`config.mk`:
```
export PLATFORM = sky130hd
export DESIGN_NAME = bpred_btb
export DESIGN_NICKNAME = d
export VERILOG_FILES = /design/src/rtl/bpred_pkg.sv /design/src/rtl/sat_counter.sv /design/src/rtl/bpred_btb.sv
export SDC_FILE = /design/constraint.sdc
export NUM_CORES = 2
export LEC_CHECK = 0
export ABC_AREA = 1
export CAP_MARGIN = 10
export CORE_AREA = 10 10 324 326
export CTS_CLUSTER_DIAMETER = 150
export DETAILED_ROUTE_END_ITERATION = 16
export DIE_AREA = 0 0 334 336
export HOLD_SLACK_MARGIN = 0.1
export PLACE_DENSITY = 0.75
export RECOVER_POWER = 100
export SYNTH_ARGS = -nofsm -noshare
export SYNTH_HDL_FRONTEND = slang
export SYNTH_SLANG_ARGS = --single-unit
```
`constraint.sdc`:
```
create_clock -name clk -period 59.6 [get_ports clk]
set_input_delay 17.88 -clock clk [delete_from_list [all_inputs] [get_ports clk]]
set_output_delay 17.88 -clock clk [all_outputs]
set_load 0.02 [all_outputs]
```
`src/rtl/bpred_pkg.sv`:
```
// bpred_pkg: shared types, counter constants and PC field helpers for the branch target buffer.
package bpred_pkg;
    localparam int XLEN_MAX  = 64;
    localparam int CTR_W_MAX = 4;

    typedef logic [XLEN_MAX-1:0]  addr_t;
    typedef logic [CTR_W_MAX-1:0] ctr_t;

    // Fields are sized for the widest legal configuration; narrower builds zero-extend.
    typedef struct packed {
        logic  valid;
        addr_t tag;
        addr_t target;
        ctr_t  ctr;
    } btb_entry_t;

    function automatic ctr_t CTR_WEAK_T(input int w);
        return ctr_t'(1 << (w - 1));
    endfunction

    function automatic ctr_t CTR_WEAK_NT(input int w);
        return ctr_t'((1 << (w - 1)) - 1);
    endfunction

    function automatic addr_t idx_of(input addr_t pc, input int idx_w);
        return (pc >> 2) & ((addr_t'(1) << idx_w) - addr_t'(1));
    endfunction

    function automatic addr_t tag_of(input addr_t pc, input int idx_w);
        return pc >> (idx_w + 2);
    endfunction
endpackage

```
`src/rtl/sat_counter.sv`:
```
// sat_counter: increment-only counter that sticks at all-ones instead of wrapping.
module sat_counter #(
    parameter int W = 32
) (
    input  logic         clk,
    input  logic         reset,
    input  logic         en,
    output logic [W-1:0] count
);
    always_ff @(posedge clk or posedge reset)
        if (reset)
            count <= '0;
        else if (en && count != '1)
            count <= count + 1'b1;
endmodule

```
`src/rtl/bpred_btb.sv`:
```
// bpred_btb: direct-mapped BTB with saturating direction counters, looked up on PCF and trained from Execute,
// plus mispredict detection, recovery PC and branch statistics.
module bpred_btb
    import bpred_pkg::*;
#(
    parameter int ENTRIES = 16,
    parameter int CTR_W   = 2,
    parameter int XLEN    = 32
) (
    input  logic            clk,
    input  logic            reset,
    input  logic [XLEN-1:0] PCF,
    output logic            PredHitF,
    output logic            PredTakenF,
    output logic [XLEN-1:0] PredTargetF,
    input  logic            BranchE,
    input  logic            BranchTakenE,
    input  logic [XLEN-1:0] BranchTargetE,
    input  logic [XLEN-1:0] PCE,
    input  logic            PredTakenE,
    input  logic [XLEN-1:0] PredTargetE,
    output logic            MispredictE,
    output logic [XLEN-1:0] RedirectPCE,
    output logic [31:0]     BranchCount,
    output logic [31:0]     MispredCount
);
    localparam int   IDX_W   = $clog2(ENTRIES);
    localparam int   TAG_W   = XLEN - 2 - IDX_W;
    localparam ctr_t CTR_MAX = ctr_t'((1 << CTR_W) - 1);

    btb_entry_t       tbl [ENTRIES];
    logic [IDX_W-1:0] idx_f, idx_e;
    addr_t            tag_f, tag_e;
    logic             hit_e;
    ctr_t             ctr_cur, ctr_nxt;

    assign idx_f = IDX_W'(idx_of(addr_t'(PCF), IDX_W));
    assign idx_e = IDX_W'(idx_of(addr_t'(PCE), IDX_W));
    assign tag_f = addr_t'(TAG_W'(tag_of(addr_t'(PCF), IDX_W)));
    assign tag_e = addr_t'(TAG_W'(tag_of(addr_t'(PCE), IDX_W)));

    assign PredHitF    = tbl[idx_f].valid && tbl[idx_f].tag == tag_f;
    assign PredTakenF  = PredHitF && tbl[idx_f].ctr[CTR_W-1];
    assign PredTargetF = PredTakenF ? XLEN'(tbl[idx_f].target) : PCF + XLEN'(4);

    assign MispredictE = BranchE && (BranchTakenE != PredTakenE || (BranchTakenE && BranchTargetE != PredTargetE));
    assign RedirectPCE = !BranchE ? '0 : BranchTakenE ? BranchTargetE : PCE + XLEN'(4);

    assign hit_e = tbl[idx_e].valid && tbl[idx_e].tag == tag_e;

    always_comb begin
        ctr_cur = tbl[idx_e].ctr;
        ctr_nxt = BranchTakenE ? (ctr_cur == CTR_MAX ? ctr_cur : ctr_cur + 1'b1)
                               : (ctr_cur == '0 ? ctr_cur : ctr_cur - 1'b1);
    end

    always_ff @(posedge clk or posedge reset)
        if (reset) begin
            for (int i = 0; i < ENTRIES; i++)
                tbl[i] <= '{valid: 1'b0, tag: '0, target: '0, ctr: CTR_WEAK_NT(CTR_W)};
        end else if (BranchE) begin
            if (hit_e) begin
                tbl[idx_e].ctr <= ctr_nxt;
                if (BranchTakenE)
                    tbl[idx_e].target <= addr_t'(BranchTargetE);
            end else if (BranchTakenE) begin
                // Miss-taken always evicts whatever shares the index.
                tbl[idx_e] <= '{valid: 1'b1, tag: tag_e, target: addr_t'(BranchTargetE), ctr: CTR_WEAK_T(CTR_W)};
            end
        end

    sat_counter #(.W(32)) u_branch_count (.clk(clk), .reset(reset), .en(BranchE),     .count(BranchCount));
    sat_counter #(.W(32)) u_mispred_count (.clk(clk), .reset(reset), .en(MispredictE), .count(MispredCount));
endmodule
```
# [Word level (Yosys, flattened, before mapping)]
# Index checks and enable logic that the tools add are counted.
[totals] reg_bits=2192 elab_cells=120
[classes] addsub=6 order_cmp=3 eq_ne=7 mux=24 n_bitwise=2 n_reduce_logical=12
[ops] operator="$bwmux W2128" count=3
[ops] operator="$mux W2128" count=3
[ops] operator="$demux W133 S4" count=3
[ops] operator="$bmux W133 S4" count=2
[ops] operator="$mux W133" count=5
[ops] operator="$eq A64 B26 Y1" count=2
[ops] operator="$mux W32" count=3
[ops] operator="$mux W68" count=1
[ops] operator="$add A32 B1 Y32 const B" count=2
[ops] operator="$add A32 B3 Y32 const B" count=2
[ops] operator="$ne A32 B32 Y1 const B" count=2
[ops] operator="$ne A32 B32 Y1" count=1
[ops] operator="$mux W4" count=4
[ops] operator="$ge A5 B5 Y1 const B" count=2
[ops] operator="$not A4 Y5" count=2
[ops] operator="$logic_and A1 B1 Y1" count=8
[ops] operator="$lt A5 B1 Y1 const B" count=1
[ops] operator="$add A4 B1 Y4 const B" count=1
[ops] operator="$eq A4 B2 Y1 const B" count=1
[ops] operator="$logic_not A4 Y1" count=1
[ops] operator="$sub A4 B1 Y4 const B" count=1
[ops] operator="$reduce_and A2 Y1" count=1
[ops] operator="$reduce_bool A2 Y1" count=1
[ops] operator="$logic_or A1 B1 Y1" count=1
[ops] operator="$ne A1 B1 Y1" count=1

# [Longest topological paths before layout]
[logic_depth] ltp_word=11 depth_mapped=25 mapped_depth_nobuf=19

# [By module]
# From an unflattened synthesis, not the netlist that was laid out.
[hier_totals] cells_unflattened=8042 hier_area_um2=58643.7
[modules_own_cells] module="bpred_btb" instances=1 cells_each=7320 area_each_um2=54129.4 seq_area_each_um2=25244.2
[modules_own_cells] module="sat_counter" instances=2 cells_each=361 area_each_um2=2257.2 seq_area_each_um2=800.8

# [Worst setup path after synthesis]
# No wires, ideal clock.
[synth_timing] kind="input to output" startpoint="input PCF[2]" endpoint="output PredTargetF[0]" arrival_ns=20.230 required_ns=41.720 slack_ns=21.490 path_stages=17 n_path_buf=5 cell_sequence="buf_2 buf_2 buf_2 buf_2 a21oi_1 o21ai_0 nand3_1 nand3_1 nand2_1 nand2_1 nand4_1 nor2_1 nand2_1 nor2_1 nand3_1 clkbuf_1 o21ai_0"
[synth_via] elab_chain_len=8
[synth_rtl] element="start, declared" line="bpred_btb.sv:12" rtl="input logic [XLEN-1:0] PCF,"
[synth_rtl] element="$not A4 Y5 (not written as such) *" line="bpred_btb.sv:42, bpred_btb.sv:43, bpred_btb.sv:44"
[synth_rtl] element="$bmux W133 S4 *" line="bpred_btb.sv:42, bpred_btb.sv:43, bpred_btb.sv:44"
[synth_rtl] element="$mux W133 (not written as such) * (2 in a row)" line="bpred_btb.sv:44" rtl="assign PredTargetF = PredTakenF ? XLEN'(tbl[idx_f].target) : PCF + XLEN'(4);"
[synth_rtl] element="$eq A64 B26 Y1" line="bpred_btb.sv:42" rtl="assign PredHitF = tbl[idx_f].valid && tbl[idx_f].tag == tag_f;"
[synth_rtl] element="$logic_and A1 B1 Y1" line="bpred_btb.sv:42"
[synth_rtl] element="$logic_and A1 B1 Y1" line="bpred_btb.sv:43" rtl="assign PredTakenF = PredHitF && tbl[idx_f].ctr[CTR_W-1];"
[synth_rtl] element="$mux W32 *" line="bpred_btb.sv:44"
[synth_rtl] element="end, declared" line="bpred_btb.sv:15" rtl="output logic [XLEN-1:0] PredTargetF,"
# Mark *: on every way between the ends. The rest lies on a longest branch, timed or not. The select of a mux whose other input is x is not followed.

# [Worst setup path after layout]
[layout_timing] startpoint="input PCF[2]" endpoint="output PredTargetF[4]"
[layout_via] elab_chain_len=8 elab_cells_between_ends=9 classes_between="1 x add/sub; 1 x eq/ne; 4 x mux; 1 x bitwise; 2 x reduce/logical"
[layout_rtl] element="$not A4 Y5 (not written as such)" line="bpred_btb.sv:42, bpred_btb.sv:43, bpred_btb.sv:44"
[layout_rtl] element="$bmux W133 S4" line="bpred_btb.sv:42, bpred_btb.sv:43, bpred_btb.sv:44"
[layout_rtl] element="$mux W133 (not written as such) (2 in a row)" line="bpred_btb.sv:44"
[layout_rtl] element="$eq A64 B26 Y1" line="bpred_btb.sv:42"
[layout_rtl] element="$logic_and A1 B1 Y1" line="bpred_btb.sv:42"
[layout_rtl] element="$logic_and A1 B1 Y1" line="bpred_btb.sv:43"
[layout_rtl] element="$mux W32 *" line="bpred_btb.sv:44"
# Marks and branches as above.

==> out/metrics.cfg <==
[outcome]
run_status = complete, but fails checks
failed_checks = capacitance limit, slew limit

[timing]
finalCritPeriodShare_pct = 81.59
skew_ns = 0.02779
hold_violations = 0
hold_ws_ns = 0.4607
fmax_mhz = 20.56
worst_pin_slew_ns = 9.053
maxSlewHeadroom_pct = -503.5
setup_viol = 0
finalMaxSlewViolations = 3342
fin_tns_setup_ns = 0
min_period_ns = 48.63
rsz0062_at_grt = false

[cts]
clk_path_buf_depth = 3
postCtsSetupBuffers = 0
cts_sinks = 1072
post_cts_resized = 0
clk_pin_slew_ns = 0.06
cts_max_level = 3
tritoncts = built
worstSkewPairLatency_ns = 0.73
cts_root_buffer = clkbuf_16
cts-hold-fix-buffers = 0
cts_buffers = 113

[synthesis]
yosysWarnings = 0
synth-main-ff-cell = dfrtp_1
synth_edf_count = 0
synthesis.nets = 8114
postSynthCellCount = 7970
avgSynthCellArea_um2 = 7.342
synth_seq_cells = 1072
netlist_area_um2 = 58510
synth.distinct_cells = 49
synth.yosys.seq_area_share_pct = 45.88
async_flop_share_pct = 100.0

[placement]
dpl.cell_count = 9041
hpwl_mm = 133.4
port_buffers = 263
gp_congestion = 0.9990

[worst_setup_path]
crit_slowest_cell = clkbuf_1
crit_chain = buf_8, clkinvlp_2, clkbuf_1, clkbuf_1, a21oi_1, o21ai_0, nand3_1, nand3_1, nand3_1, nand2_1, nor2_1, nand2_1, nor2_1, nand2_1, inv_1, nand3_2, clkbuf_1, o21ai_0, nand2_1, dlygate4sd3_1
cp_data_arrival_time_ns = 30.75
cpPeakStageDelay_ns = 2.57
cpMostUsedCell = nand2_1
critPathRequiredTime_ns = 41.72
cp_top_family = buffers and inverters
crit_type = input pin to output port
start_kind = input pin
end_kind = output port
path_max_fanout = 120
r2r_setup_slack_ns = 53.58
critical_path_buf_inv_count = 7

[hold_path]
hp-class = flip-flop to flip-flop

[route]
via_per_inst = 6.135
drcViolationCount = 0
wl_per_cell_um = 23.10
drt-initial-drc-count = 8384
wirelength_mm = 213.7
drtAntennaViolNets = 0
drtPass1Iterations = 7
num_vias = 56760

[global_route]
grt_overflow = 0
grt_max_degree = 182
grt_pass1_wl_mm = 323.3
grt_pass1_vias = 52950
track_usage_pct = 37.19
antenna_found_initial = 12

[finish]
nNetsFinal = 8013
mostFrequentLayoutCells = 2151 x nand2_1, 1256 x o21ai_0, 1056 x dfrtp_1
layout_commonest_cell = nand2_1
register_area_um2 = 26850
finish.utilization_pct = 65.96
fin_cells = 9251
area_growth_pct = 10.63
fill_cells = 8541
multi_input_area_um2 = 26160
drive_gt1_share_pct = 4.926

[floorplan]
initial_utilization_pct = 59.63
die_w_um = 334
die-height_um = 336
die_area_um2 = 112200
num_rows = 115
ios = 264
core_area_um2 = 98130

[power_and_ir_drop]
vdd_drop_max_v = 0.00003728
cellPowerDensity_nw_per_um2 = 32.49
p_leak_nw = 30.97

[run]
maxCapViolCount = 50

cells by family after synthesis:
family / count (synthesis) / synth area share (%)
compound gates: 2091 / 19.04
buf+inv: 1380 / 9.533
simple gates: 3223 / 22.08
fa+ha+maj: 11 / 0.2352
xor+xnor: 113 / 1.691
flops: 1072 / 45.88
mux: 80 / 1.540
final timing paths:
kind / cells after the start / endpoint / startpoint
hold reg to reg: 2 / tbl[266] / tbl[266]
max in group asynchronous: 5 / u_mispred_count.count[2] / reset
hold / removal: 2 / tbl[266] / tbl[266]
setup / recovery: 20 / PredTargetF[4] / PCF[2]
min in group asynchronous: 2 / tbl[1420] / reset
setup reg to reg: 17 / tbl[1807] / tbl[1671]
worst register-to-register path: cells and delay by family (launching register included):
family,cells,cell delay (ns)
buffers and inverters,2,2.59
and+or+nand+nor,14,2.31
AOI/OAI and AO/OA,1,0.41
DFF,1,0.38
sequential cells by signal (all words and copies together), names as in the netlist:
name / flops
tbl: 1008
u_branch_count.count: 32
u_mispred_count.count: 32
stage by stage:
| stage | area (µm²) | setup slack [ns] | power (W) |
|---|---|---|---|
| after global placement | 61170 | 18.75 | 0.001348 |
| after floorplan | 58510 | 11.57 | 0.001225 |
| after detailed placement | 61170 | 18.59 | 0.001364 |
| after CTS | 65020 | 18.57 | 0.002096 |
| final | 64730 | 10.97 | 0.002103 |
| after global routing | 64710 | 10.32 | 0.002202 |
where the power goes:
group / switching, W / internal, W
Combinational: 0.000279 / 0.000145
Clock: 0.000306 / 0.000430
Sequential: 0.0000759 / 0.000868
Total: 0.000660 / 0.00144
synthesized netlist by cell type, types with 9 or more instances:
library cell	instances	area, µm²
a21oi_1	560	2803
a31o_2	10	87.58
a32o_1	13	130.1
buf_1	44	165.2
buf_2	153	765.7
buf_4	28	210.2
clkbuf_1	333	1250
clkbuf_2	9	45.04
clkinv_1	15	56.30
dfrtp_1	1056	26430
dfstp_2	16	420.4
ha_1	11	137.6
inv_1	782	2935
mux2_2	80	900.9
nand2_1	2154	8085
nand2_2	13	81.33
nand3_1	362	1812
nand4_1	39	244.0
nor2_1	546	2049
nor3_1	62	310.3
nor4_1	13	81.33
o2111ai_1	51	446.7
o211ai_1	94	705.7
o21a_1	25	187.7
o21ai_0	1255	6281
o21ai_1	39	195.2
o22ai_1	22	137.6
xnor2_1	26	227.7
xor2_1	87	762.0
metal layers:
metal  up-vias  global-route usage [%]  part of all wire [%]
li1      25640                       -                     -
met1     26640                   49.97                    39
met2      3776                   52.52                    41
met3       684                   14.95                    16
met4        16                   16.26                   5.0
met5         -                       0                 0.055
layout make-up:
type | instances | share of cell area [%]
Timing Repair Buffer | 361 | 4.971
Clock buffer | 165 | 5.027
Inverter | 803 | 4.680
Sequential cell | 1072 | 41.47
Antenna cell | 7 | 0.02706
Clock inverter | 38 | 0.9278
Multi-Input combinational cell | 5518 | 40.41
Tap cell | 1287 | 2.488
Power figures use the tool's default switching activity.
